File: src/rtl/mul_seq_fpga_if.sv
// -----------------------------------------------------------------------------
// mul_seq_fpga_if
// Board-side signal bundle for the sequential multiplier demo.
//
//   s       operand-pair select (board switches)
//   start   request a multiply; only taken while the block is idle
//   button  display half select: 0 = low half, 1 = high half of the product
//   out     selected half of the held result
//   busy    multiply in progress
//   done    one-cycle pulse when the result register is updated
//
// master : board / stimulus side (drives s, start, button)
// slave  : multiplier side (drives out, busy, done)
// -----------------------------------------------------------------------------
interface mul_seq_fpga_if #(
    parameter int WIDTH = 4,
    parameter int SEL_W = 4
);
    logic [SEL_W-1:0] s;
    logic             start;
    logic             button;
    logic [WIDTH-1:0] out;
    logic             busy;
    logic             done;

    modport master (
        output s,
        output start,
        output button,
        input  out,
        input  busy,
        input  done
    );

    modport slave (
        input  s,
        input  start,
        input  button,
        output out,
        output busy,
        output done
    );
endinterface

File: src/rtl/mul_seq_fpga.sv
// -----------------------------------------------------------------------------
// mul_seq_fpga
// Sequential shift-add multiplier for the board demo. The select lines pick an
// operand pair from a generated table; a start strobe latches the pair and runs
// WIDTH shift-add steps. The 2*WIDTH-bit product is held in a result register
// and one half of it is shown on 'out', chosen by the button.
//
// Ports:
//   clk    system clock, rising edge
//   rst_n  asynchronous active-low reset
//   bus    mul_seq_fpga_if.slave (s, start, button in; out, busy, done out)
//
// Parameters:
//   WIDTH  operand width; product is 2*WIDTH, display is WIDTH
//   SEL_W  select width; 2^(SEL_W-1) table entries are valid, the rest give 0*0
// -----------------------------------------------------------------------------
module mul_seq_fpga #(
    parameter int WIDTH = 4,
    parameter int SEL_W = 4
) (
    input  logic                clk,
    input  logic                rst_n,
    mul_seq_fpga_if.slave       bus
);

    localparam int CW = $clog2(WIDTH + 1);

    typedef enum logic [1:0] {
        IDLE = 2'd0,
        RUN  = 2'd1,
        DONE = 2'd2
    } state_t;

    state_t             state;
    state_t             state_nxt;

    logic [WIDTH-1:0]   op_a;
    logic [WIDTH-1:0]   op_b;
    logic               table_hit;

    logic [WIDTH-1:0]   mcand;
    logic [2*WIDTH:0]   prod;
    logic [2*WIDTH:0]   prod_nxt;
    logic [WIDTH:0]     upper_sum;
    logic [CW-1:0]      cnt;
    logic               last_step;
    logic [2*WIDTH-1:0] result;

    // ------------------------------------------------------------------
    // Operand table: entry s gives (2s+1, 2s+2) mod 2^WIDTH while the top
    // select bit is clear, otherwise both operands are zero.
    // ------------------------------------------------------------------
    always_comb begin
        table_hit = ~bus.s[SEL_W-1];
        op_a      = '0;
        op_b      = '0;
        if (table_hit) begin
            op_a = WIDTH'({bus.s, 1'b1});
            op_b = WIDTH'({1'b0, bus.s, 1'b1} + (SEL_W + 2)'(1));
        end
    end

    // ------------------------------------------------------------------
    // One shift-add step. The top bit of prod is always zero between steps,
    // so the WIDTH+1-bit sum of the upper half and the multiplicand keeps the
    // carry without overflow.
    // ------------------------------------------------------------------
    always_comb begin
        upper_sum = prod[2*WIDTH:WIDTH];
        if (prod[0]) begin
            upper_sum = {1'b0, prod[2*WIDTH-1:WIDTH]} + {1'b0, mcand};
        end
        prod_nxt = {1'b0, upper_sum, prod[WIDTH-1:1]};
    end

    assign last_step = (cnt == CW'(WIDTH - 1));

    // ------------------------------------------------------------------
    // FSM: state register
    // ------------------------------------------------------------------
    always_ff @(posedge clk or negedge rst_n) begin
        if (!rst_n) begin
            state <= IDLE;
        end else begin
            state <= state_nxt;
        end
    end

    // ------------------------------------------------------------------
    // FSM: next state
    // ------------------------------------------------------------------
    always_comb begin
        state_nxt = state;
        case (state)
            IDLE:    if (bus.start) state_nxt = RUN;
            RUN:     if (last_step) state_nxt = DONE;
            DONE:    state_nxt = IDLE;
            default: state_nxt = IDLE;
        endcase
    end

    // ------------------------------------------------------------------
    // FSM: outputs
    // ------------------------------------------------------------------
    always_comb begin
        bus.busy = 1'b0;
        bus.done = 1'b0;
        case (state)
            RUN:     bus.busy = 1'b1;
            DONE:    bus.done = 1'b1;
            default: ;
        endcase
    end

    // ------------------------------------------------------------------
    // Datapath: operand latch, working product, step counter, result hold
    // ------------------------------------------------------------------
    always_ff @(posedge clk or negedge rst_n) begin
        if (!rst_n) begin
            mcand  <= '0;
            prod   <= '0;
            cnt    <= '0;
            result <= '0;
        end else begin
            case (state)
                IDLE: begin
                    if (bus.start) begin
                        mcand <= op_a;
                        prod  <= {{(WIDTH + 1){1'b0}}, op_b};
                        cnt   <= '0;
                    end
                end
                RUN: begin
                    prod <= prod_nxt;
                    cnt  <= cnt + CW'(1);
                    // The edge finishing step WIDTH loads the shifted value
                    // directly, so done and the new result appear together.
                    if (last_step) begin
                        result <= prod_nxt[2*WIDTH-1:0];
                    end
                end
                default: ;
            endcase
        end
    end

    // Display half select, combinational so the button acts immediately.
    assign bus.out = bus.button ? result[2*WIDTH-1:WIDTH] : result[WIDTH-1:0];

endmodule

File: src/flat_wrapper.sv
// flat-port wrapper written by rule: the top's interface ports become plain ports
module mul_seq_fpga_flat 
#(
    parameter int WIDTH = 4,
    parameter int SEL_W = 4
)
  (clk, rst_n, bus_s, bus_start, bus_button, bus_out, bus_busy, bus_done);
  mul_seq_fpga_if #(.WIDTH(WIDTH), .SEL_W(SEL_W)) bus_i ();
  input  logic clk;
  input  logic rst_n;
  input wire logic [$bits(bus_i.s)-1:0] bus_s;
  input wire logic [$bits(bus_i.start)-1:0] bus_start;
  input wire logic [$bits(bus_i.button)-1:0] bus_button;
  output wire logic [$bits(bus_i.out)-1:0] bus_out;
  output wire logic [$bits(bus_i.busy)-1:0] bus_busy;
  output wire logic [$bits(bus_i.done)-1:0] bus_done;
  assign bus_i.s = bus_s;
  assign bus_i.start = bus_start;
  assign bus_i.button = bus_button;
  assign bus_out = bus_i.out;
  assign bus_busy = bus_i.busy;
  assign bus_done = bus_i.done;
  mul_seq_fpga #(.WIDTH(WIDTH), .SEL_W(SEL_W)) u_core (.clk(clk), .rst_n(rst_n), .bus(bus_i));
endmodule
File: config.mk
export PLATFORM = sky130hd
export DESIGN_NAME = mul_seq_fpga_flat
export DESIGN_NICKNAME = d
export VERILOG_FILES = /design/src/rtl/mul_seq_fpga_if.sv /design/src/rtl/mul_seq_fpga.sv /design/src/flat_wrapper.sv
export SDC_FILE = /design/constraint.sdc
export NUM_CORES = 1
export LEC_CHECK = 0
export ABC_AREA = 1
export CORE_MARGIN = 2
export CORE_UTILIZATION = 35
export DETAILED_ROUTE_END_ITERATION = 10
export SETUP_SLACK_MARGIN = 0.3
export SLEW_MARGIN = 25
export SYNTH_ARGS = -nofsm -noshare
export SYNTH_HDL_FRONTEND = slang
export SYNTH_SLANG_ARGS = --single-unit
File: constraint.sdc
create_clock -name clk -period 3.5 [get_ports clk]
set_input_delay 0.525 -clock clk [delete_from_list [all_inputs] [get_ports clk]]
set_output_delay 0.525 -clock clk [all_outputs]
set_load 0.01 [all_outputs]
==> results of run 1 <==
-- power groups by stage --
stage | combinational (W) | clock (W) | sequential [W]
after floorplan | 0.000347 | 0 | 0.000444
after global placement | 0.000450 | 0 | 0.000469
after detailed placement | 0.000467 | 0 | 0.000473
after CTS | 0.000468 | 0.000137 | 0.000467
after global routing | 0.000530 | 0.000151 | 0.000479
final | 0.000461 | 0.000130 | 0.000466
-- synth_stat cells --
library cell	count	area, sq um
a21oi_1	3	15.01
a22o_2	1	10.01
buf_6	1	11.26
clkbuf_1	1	3.750
dfrtp_1	25	625.6
fa_1	1	20.02
ha_1	7	87.58
inv_1	16	60.06
inv_6	1	8.760
mux2_2	3	33.78
nand2_1	31	116.4
nand2_4	3	33.78
nand3_1	10	50.05
nor2_1	3	11.26
nor2_4	1	11.26
o21ai_0	10	50.05
o21ai_1	3	15.01
o21ai_2	3	26.28
o221ai_1	3	26.28
o22ai_1	3	18.77
or2_2	1	6.260
xnor2_1	1	8.760
-- layout make-up --
cell class | instances | share of cell area (%)
sequential | 25 | 43.22
multi-input combinational | 87 | 37.34
timing repair buffer | 13 | 8.643
inverter | 17 | 4.754
tap | 46 | 3.976
clock buffer | 3 | 1.556
clock inverter | 1 | 0.5186
-- flip-flops by register name (all words and copies together) (netlist names) --
signal	flops
u_core.cnt	3
u_core.mcand	4
u_core.result	8
u_core.state	2
u_core.prod	8
-- per-stage QoR --
stage / total power, W / util, % / cell area [sq um] / setup WS, ps
final: 0.001057 / 42.71 / 1448 / 1048
after global routing: 0.001160 / 42.71 / 1448 / 993.6
after CTS: 0.001072 / 42.71 / 1448 / 1034
after detailed placement: 0.0009395 / 41.82 / 1418 / 1041
after global placement: 0.0009190 / 41.97 / 1423 / 1082
after floorplan: 0.0007911 / - / 1250 / 2037
-- metal layers --
layer / up-vias / wire [microns] / track usage [%]
met5: - / 0 / 0
met4: 0 / 17 / 2.446
met3: 2 / 96 / 4.225
met2: 21 / 1130 / 22.50
met1: 429 / 1128 / 16.89
li1: 463 / - / -
-- worst max path at each step --
stage,start,endpoint
2_1_floorplan,u_core.prod[4],u_core.result[5]
3_5_place_dp,bus_button,bus_out[0]
3_3_place_gp,bus_button,bus_out[2]
6_report,bus_button,bus_out[2]
4_1_cts,bus_button,bus_out[2]
5_1_grt,bus_button,bus_out[2]
-- cell families (layout without fill, tap and decap cells) --
| kind of cell | after synthesis | in the layout | share of synthesized area, % |
|---|---|---|---|
| buffers and inverters | 19 | 34 | 6.707 |
| and+or+nand+nor | 49 | 49 | 18.32 |
| muxes | 3 | 3 | 2.703 |
| DFF | 25 | 25 | 50.05 |
| adders and majority gates | 8 | 8 | 8.608 |
| xor gates and xnor gates | 1 | 1 | 0.7008 |
| AOI/OAI and AO/OA | 26 | 26 | 12.91 |
==> impl_metrics.json, run 1 <==
{
  "die_w_microns": 63.76,
  "grt_overflow_total": 0,
  "die-area_sq_um": 4065,
  "drc": 0,
  "avgSynthCellArea_sq_um": 9.542,
  "gp_congestion": 0.7616,
  "ys_seq_area_share_pct": 50.05,
  "die_height_microns": 63.76,
  "whs_ps": 162.6,
  "crit_arrival_ps": 1930,
  "drive_above_1_share_pct": 12.33,
  "drv_cap": 0,
  "p_per_area_nw_per_um2": 730.2,
  "cpMostUsedCell": "clkdlybuf4s50_1",
  "cts_buffer_depth": 2,
  "clk_latency_ps": 320,
  "layout_commonest_cell": "nand2_1",
  "power_switching_w": 0.0004304,
  "crit_type": "primary input to primary output",
  "grt_pass1_wl_microns": 4146,
  "final_nets": 163,
  "power_leakage_nw": 0.6961,
  "ys_ff_latch": 25,
  "num_rows": 21,
  "switching_share_pct": 40.71,
  "endpoint_kind": "primary output",
  "antenna_found_initial": 0,
  "hpwl_microns": 1853,
  "fill_cells": 342,
  "syn_area_sq_um": 1250,
  "slew_viol_final": 0,
  "io_pins": 14,
  "seq_power_share_pct": 44.1,
  "worst-endpoint-required_ps": 2970,
  "fin_cells": 192,
  "slowest_delay_ps": 570,
  "cts.clk_slew.worst_paths_ps": 140,
  "intPower_w": 0.0006267,
  "detail-route-antenna-nets": 0,
  "syn_nets": 147,
  "path_cells": "clkdlybuf4s50_1 -> mux2_2 -> clkdlybuf4s50_1",
  "rr_startpoint": "u_core.prod[4]",
  "port-buffer-count": 13,
  "final_cell_mix": "nand2_1, dfrtp_1, inv_1",
  "clkPwrFrac_pct": 12.3,
  "max_freq_ghz": 0.4078,
  "status": "finished clean",
  "worst_pin_slew_ps": 551.7,
  "cts_hold_buf": 0,
  "htreeDepth": 1,
  "finalHoldViolCount": 0,
  "rsz0062_at_grt": "no",
  "clkSinkCount": 25,
  "syn_inst": 131,
  "ys_types": 22,
  "dp_cells": 188,
  "cts_setup_buffers": 0,
  "cts_tree": "yes",
  "ir_worst_vdd_mv": 0.3358,
  "r2r_cells": 7,
  "reg2reg_setup_slack_ps": 1780,
  "track_usage_pct": 13.31,
  "start_util_pct": 36.88,
  "path_depth": 3,
  "setup_viol_count_final": 0,
  "wirelength_microns": 2372,
  "min_period_over_period_pct": 70.06,
  "regArea_sq_um": 625.6,
  "diodes": 0,
  "cts_resized": 0,
  "dr.pass1.iters": 4,
  "path_delay_family": "buffers and inverters",
  "maxSlewHeadroom_pct": 63.22,
  "crit_buf_inv": 2,
  "areaGrowthSynthToFinish_pct": 15.82,
  "post-route-min-period_ps": 2452,
  "num_vias": 915,
  "routedWlPerCell_microns": 12.35,
  "fin_skew_ps": 14.81,
  "cp_max_fo": 5,
  "ys.warnings.count": 0,
  "grt_pass1_vias": 940,
  "multiInputGateArea_sq_um": 540.5,
  "cts_made_buffers": 3,
  "cts_root_buf": "clkbuf_4",
  "slowest_stage": "clkdlybuf4s50_1",
  "fin_tns_setup_ps": 0,
  "grt_max_degree": 26,
  "r2r-end": "u_core.prod[5]",
  "drtIter0Drc": 26,
  "avgViaCountPerCell": 4.766,
  "pwr-share-comb_pct": 43.6,
  "coreArea_sq_um": 3390,
  "hp-class": "primary input to async pin",
  "cp-start-kind": "primary input"
}
Note: power is estimated with default switching activity, not from simulation.
==> run 2, diff against run 1 <==
==> constraint.sdc (replaced) <==
create_clock -name clk -period 2.3 [get_ports clk]
set_input_delay 0.345 -clock clk [delete_from_list [all_inputs] [get_ports clk]]
set_output_delay 0.345 -clock clk [all_outputs]
set_load 0.01 [all_outputs]
==> run 2 against run 1 <==
Compared with the run above: routed wire length up 1.3%; sequential power rose by 52%; global-route usage grew 0.27 points; cell area rose by 0.69%; total power rose by 52%; clock power is 59% higher; final cell count is 0.52% higher; core utilization increased by 0.30 points; sequential cell count did not move; clock skew increased by 0.76 ps; worst hold slack better by 200 ps; setup slack got worse by 580 ps.
==> impl_metrics.json, run 2 (synthesis gave the netlist of run 1 again) <==
{
  "status": "finished clean",
  "cts_tree": "yes",
  "drc": 0,
  "num_rows": 21,
  "antenna_found_initial": 0,
  "cts_root_buf": "clkbuf_4",
  "ir_worst_vdd_mv": 0.5347,
  "post-route-min-period_ps": 1832,
  "cts_made_buffers": 3,
  "hpwl_microns": 1875,
  "drv_cap": 0,
  "num_vias": 920,
  "htreeDepth": 1,
  "p_per_area_nw_per_um2": 1103,
  "power_leakage_nw": 0.7033,
  "reg2reg_setup_slack_ps": 560,
  "final_cell_mix": "nand2_1, dfrtp_1, inv_1",
  "final_nets": 164,
  "die-area_sq_um": 4065,
  "cts_buffer_depth": 2,
  "total_power_w": 0.001608,
  "cp-start-kind": "register",
  "clkSinkCount": 25,
  "worst_pin_slew_ps": 343.3,
  "drtIter0Drc": 30,
  "routedWlPerCell_microns": 12.46,
  "grt_max_degree": 26,
  "rsz0062_at_grt": "no",
  "detail-route-antenna-nets": 0,
  "start_util_pct": 36.88,
  "cts.clk_slew.worst_paths_ps": 150,
  "max_freq_ghz": 0.5457,
  "crit_type": "register to primary output",
  "grt_pass1_vias": 958,
  "clk_latency_ps": 330,
  "areaGrowthSynthToFinish_pct": 16.62,
  "slew_viol_final": 0,
  "whs_ps": 358.6,
  "diodes": 0,
  "wirelength_microns": 2404,
  "port-buffer-count": 13,
  "worst-endpoint-required_ps": 1960,
  "min_period_over_period_pct": 79.67,
  "io_pins": 14,
  "fin_cells": 193,
  "setup_viol_count_final": 0,
  "track_usage_pct": 13.58,
  "maxSlewHeadroom_pct": 76.87,
  "reg.largest.list": "u_core.prod (8), u_core.result (8), u_core.mcand (4)",
  "grt_pass1_wl_microns": 4298,
  "die_height_microns": 63.76,
  "layout_commonest_cell": "nand2_1",
  "finalHoldViolCount": 0,
  "drive_above_1_share_pct": 12.24,
  "dr.pass1.iters": 4,
  "hp-class": "primary input to async pin",
  "post-route-util_pct": 43.00,
  "dp_cells": 189,
  "endpoint_kind": "primary output",
  "grt_overflow_total": 0,
  "crit_arrival_ps": 1490,
  "gp_congestion": 0.7667,
  "cts_hold_buf": 0,
  "coreArea_sq_um": 3390,
  "avgViaCountPerCell": 4.767,
  "cp_max_fo": 2,
  "fin_skew_ps": 15.57,
  "die_w_microns": 63.76,
  "fin_tns_setup_ps": 0
}
run 2: through the flow:
| step | worst slack [ps] | instance area, sq um |
|---|---|---|
| 3_3_place_gp | 241.7 | 1430 |
| 5_1_grt | 401.4 | 1458 |
| 2_1_floorplan | 837.2 | 1250 |
| 4_1_cts | 439.1 | 1458 |
| 6_report | 467.6 | 1458 |
| 3_5_place_dp | 196.1 | 1430 |
run 2: report_power, final:
part	leakage [nW]	internal [W]	switching [W]
Sequential	0.330	0.000594	0.000114
Combinational	0.359	0.000286	0.000406
Clock	0.0139	0.0000666	0.000141
Total	0.703	0.000947	0.000661
run 2: final timing paths:
path | startpoint | end | cells past startpoint
max | u_core.result[2] | bus_out[2] | 2
max reg2reg | u_core.prod[4] | u_core.prod[5] | 7
min | rst_n | u_core.result[5] | 2
max in group asynchronous | rst_n | u_core.prod[3] | 2
min reg2reg | u_core.cnt[0] | u_core.cnt[0] | 1
min in group clk | u_core.cnt[0] | u_core.cnt[0] | 1
run 2: area by class of cell:
class	count	area [sq um]
Timing Repair Buffer	14	135.1
Clock inverter	1	7.507
Multi-Input combinational cell	87	540.5
Sequential cell	25	625.6
Tap cell	46	57.56
Inverter	17	68.82
Clock buffer	3	22.52
Fill cell	346	1932
run 2: layer usage:
metal	share of wire, %	up-vias	global-route usage [%]
met5	0	-	0
met4	0.71	0	1.630
met3	4.2	2	3.873
met2	48	16	23.68
met1	47	435	17.21
li1	-	467	-
run 2: critical path, stage by stage, from the launching register on:
cell             delay, ps
dfrtp_1                410
mux2_2                 260
clkdlybuf4s50_1        480
run 2: timing repair:
item | in CTS | in global routing
resized for setup | 2 | 0
endpoints found under the setup margin | 4 | 0
buffers inserted | 0 | 0
==> run 3, diff against run 2 <==
==> constraint.sdc (replaced) <==
create_clock -name clk -period 1.8 [get_ports clk]
set_input_delay 0.27 -clock clk [delete_from_list [all_inputs] [get_ports clk]]
set_output_delay 0.27 -clock clk [all_outputs]
set_load 0.01 [all_outputs]
==> run 3 against run 2 <==
Compared with the run above: cell area is 5.9% higher; clock skew decreased by 5.7 ps; first-iteration DRC count is 37% higher; combinational power rose by 54%; register-to-register slack worse by 280 ps; via count is 3.7% higher; sequential power is 31% higher; total power grew 40%; routed wire length rose by 3.9%; setup slack worse by 180 ps; clock-buffer cell count is the same; worst hold slack worse by 66 ps; critical path type is now register to register; largest power group is now combinational logic; highest routed layer unchanged.
==> impl_metrics.json, run 3 (synthesis gave the netlist of run 1 again) <==
{
  "status": "finished clean",
  "post-route-min-period_ps": 1515,
  "routedWlPerCell_microns": 12.49,
  "cts_hold_buf": 0,
  "fill_cells": 328,
  "num_rows": 21,
  "clkSinkCount": 25,
  "power_leakage_nw": 0.7449,
  "grt_pass1_wl_microns": 4291,
  "die_height_microns": 63.76,
  "diodes": 0,
  "worst-endpoint-required_ps": 2060,
  "hp-class": "primary input to async pin",
  "die_w_microns": 63.76,
  "dr_wl_met3_microns": 109,
  "wirelength_microns": 2497,
  "cts_tree": "yes",
  "endpoint_kind": "register",
  "worst_pin_slew_ps": 318.5,
  "fin_skew_ps": 9.911,
  "final_nets": 171,
  "drv_cap": 0,
  "cp_max_fo": 2,
  "maxSlewHeadroom_pct": 78.76,
  "start_util_pct": 36.88,
  "finalHoldViolCount": 0,
  "io_pins": 14,
  "drive_above_1_share_pct": 25.32,
  "crit_type": "register to register",
  "layout_commonest_cell": "nand2_1",
  "grt_max_degree": 26,
  "cts_root_buf": "clkbuf_4",
  "die-area_sq_um": 4065,
  "cts_buffer_depth": 2,
  "startpoint": "u_core.mcand[0]",
  "routed.top_layer": "met4",
  "track_usage_pct": 13.80,
  "rsz0062_at_grt": "yes",
  "areaGrowthSynthToFinish_pct": 23.52,
  "post-route-util_pct": 45.55,
  "final_cell_mix": "nand2_1, dfrtp_1, inv_1",
  "detail-route-antenna-nets": 0,
  "p_per_area_nw_per_um2": 1459,
  "min_period_over_period_pct": 84.19,
  "grt_overflow_total": 0,
  "drtIter0Drc": 41,
  "cp-start-kind": "register",
  "setup_viol_count_final": 0,
  "cts.clk_slew.worst_paths_ps": 140,
  "port-buffer-count": 13,
  "avgViaCountPerCell": 4.770,
  "gp_congestion": 0.7677,
  "max_freq_ghz": 0.6599,
  "hpwl_microns": 1842,
  "ir_worst_vdd_mv": 0.6529,
  "drc": 0,
  "slew_viol_final": 0,
  "reg.largest.list": "u_core.prod (8), u_core.result (8), u_core.mcand (4)",
  "crit_arrival_ps": 1780,
  "fin_tns_setup_ps": 0,
  "met1_length_microns": 1103,
  "clk_latency_ps": 320,
  "grt_pass1_vias": 930,
  "reg2reg_setup_slack_ps": 280,
  "num_vias": 954,
  "coreArea_sq_um": 3390,
  "cts_made_buffers": 3,
  "antenna_found_initial": 0,
  "htreeDepth": 1,
  "rr_startpoint": "u_core.mcand[0]",
  "dr.pass1.iters": 4,
  "dr_wl_met2_microns": 1267
}
==> run 3: cell count changes in the layout (fill, tap and decap cells not counted), sizes merged <==
cell           previous run  this run
clkbuf                    3         5
clkdlybuf4s50            11         6
clkdlybuf4s15             0         2
dlygate4sd2               2         1
clkinv                    0         1
inv                      17        16
buf                       1        10
==> run 3: worst paths after layout <==
kind,to,depth (start not counted)
setup / recovery,u_core.result[4],6
hold / removal,u_core.result[5],2
setup reg to reg,u_core.result[4],6
hold reg to reg,u_core.cnt[0],1
max in group asynchronous,u_core.state[0],2
min in group clk,u_core.cnt[0],1
==> run 3: area by class of cell <==
| class | instances | area, sq um | share of cell area, % |
|---|---|---|---|
| Sequential cell | 25 | 626.9 | 40.60 |
| Clock buffer | 3 | 22.52 | 1.459 |
| Timing Repair Buffer | 21 | 170.2 | 11.02 |
| Inverter | 17 | 76.32 | 4.943 |
| Multi-Input combinational cell | 87 | 583.1 | 37.76 |
| Clock inverter | 1 | 7.507 | 0.4862 |
| Tap cell | 46 | 57.56 | 3.728 |
==> run 3: where the power goes <==
| group | internal (W) | switching [W] |
|---|---|---|
| Combinational | 0.000485 | 0.000588 |
| Sequential | 0.000762 | 0.000169 |
| Clock | 0.0000849 | 0.000164 |
| Total | 0.00133 | 0.000921 |
==> run 3: worst max-delay path, stage by stage, from the launching register on <==
cell     delay, ps
dfrtp_1        410
ha_2           200
fa_2           520
nand2_1         50
o21ai_1         80
inv_1           90
o21ai_1        110
==> run 3: per-stage QoR <==
step | hold slack (ps) | instance area [sq um] | worst slack (ps) | power (W) | std cells
CTS | 291.5 | 1485 | 212.5 | 0.002121 | 196
global route | 300.2 | 1544 | 218.0 | 0.002463 | 200
floorplan | -25.59 | 1250 | 337.2 | 0.001538 | 131
global placement | 457.8 | 1438 | -90.71 | 0.001791 | 190
detailed placement | 468.9 | 1438 | -133.5 | 0.001827 | 190
finish | 292.9 | 1544 | 284.6 | 0.002252 | 200
==> run 3: layer usage <==
layer	global-route usage [%]	vias up
met5	0	-
met4	2.446	0
met3	3.697	2
met2	23.95	20
met1	17.47	452
li1	-	480
==> run 3: what timing repair did <==
action	4_1_cts	5_1_grt
setup buffers	2	4
pin swaps	2	4
cloned	0	0
setup endpoints to repair	11	11
resized for setup	25	12
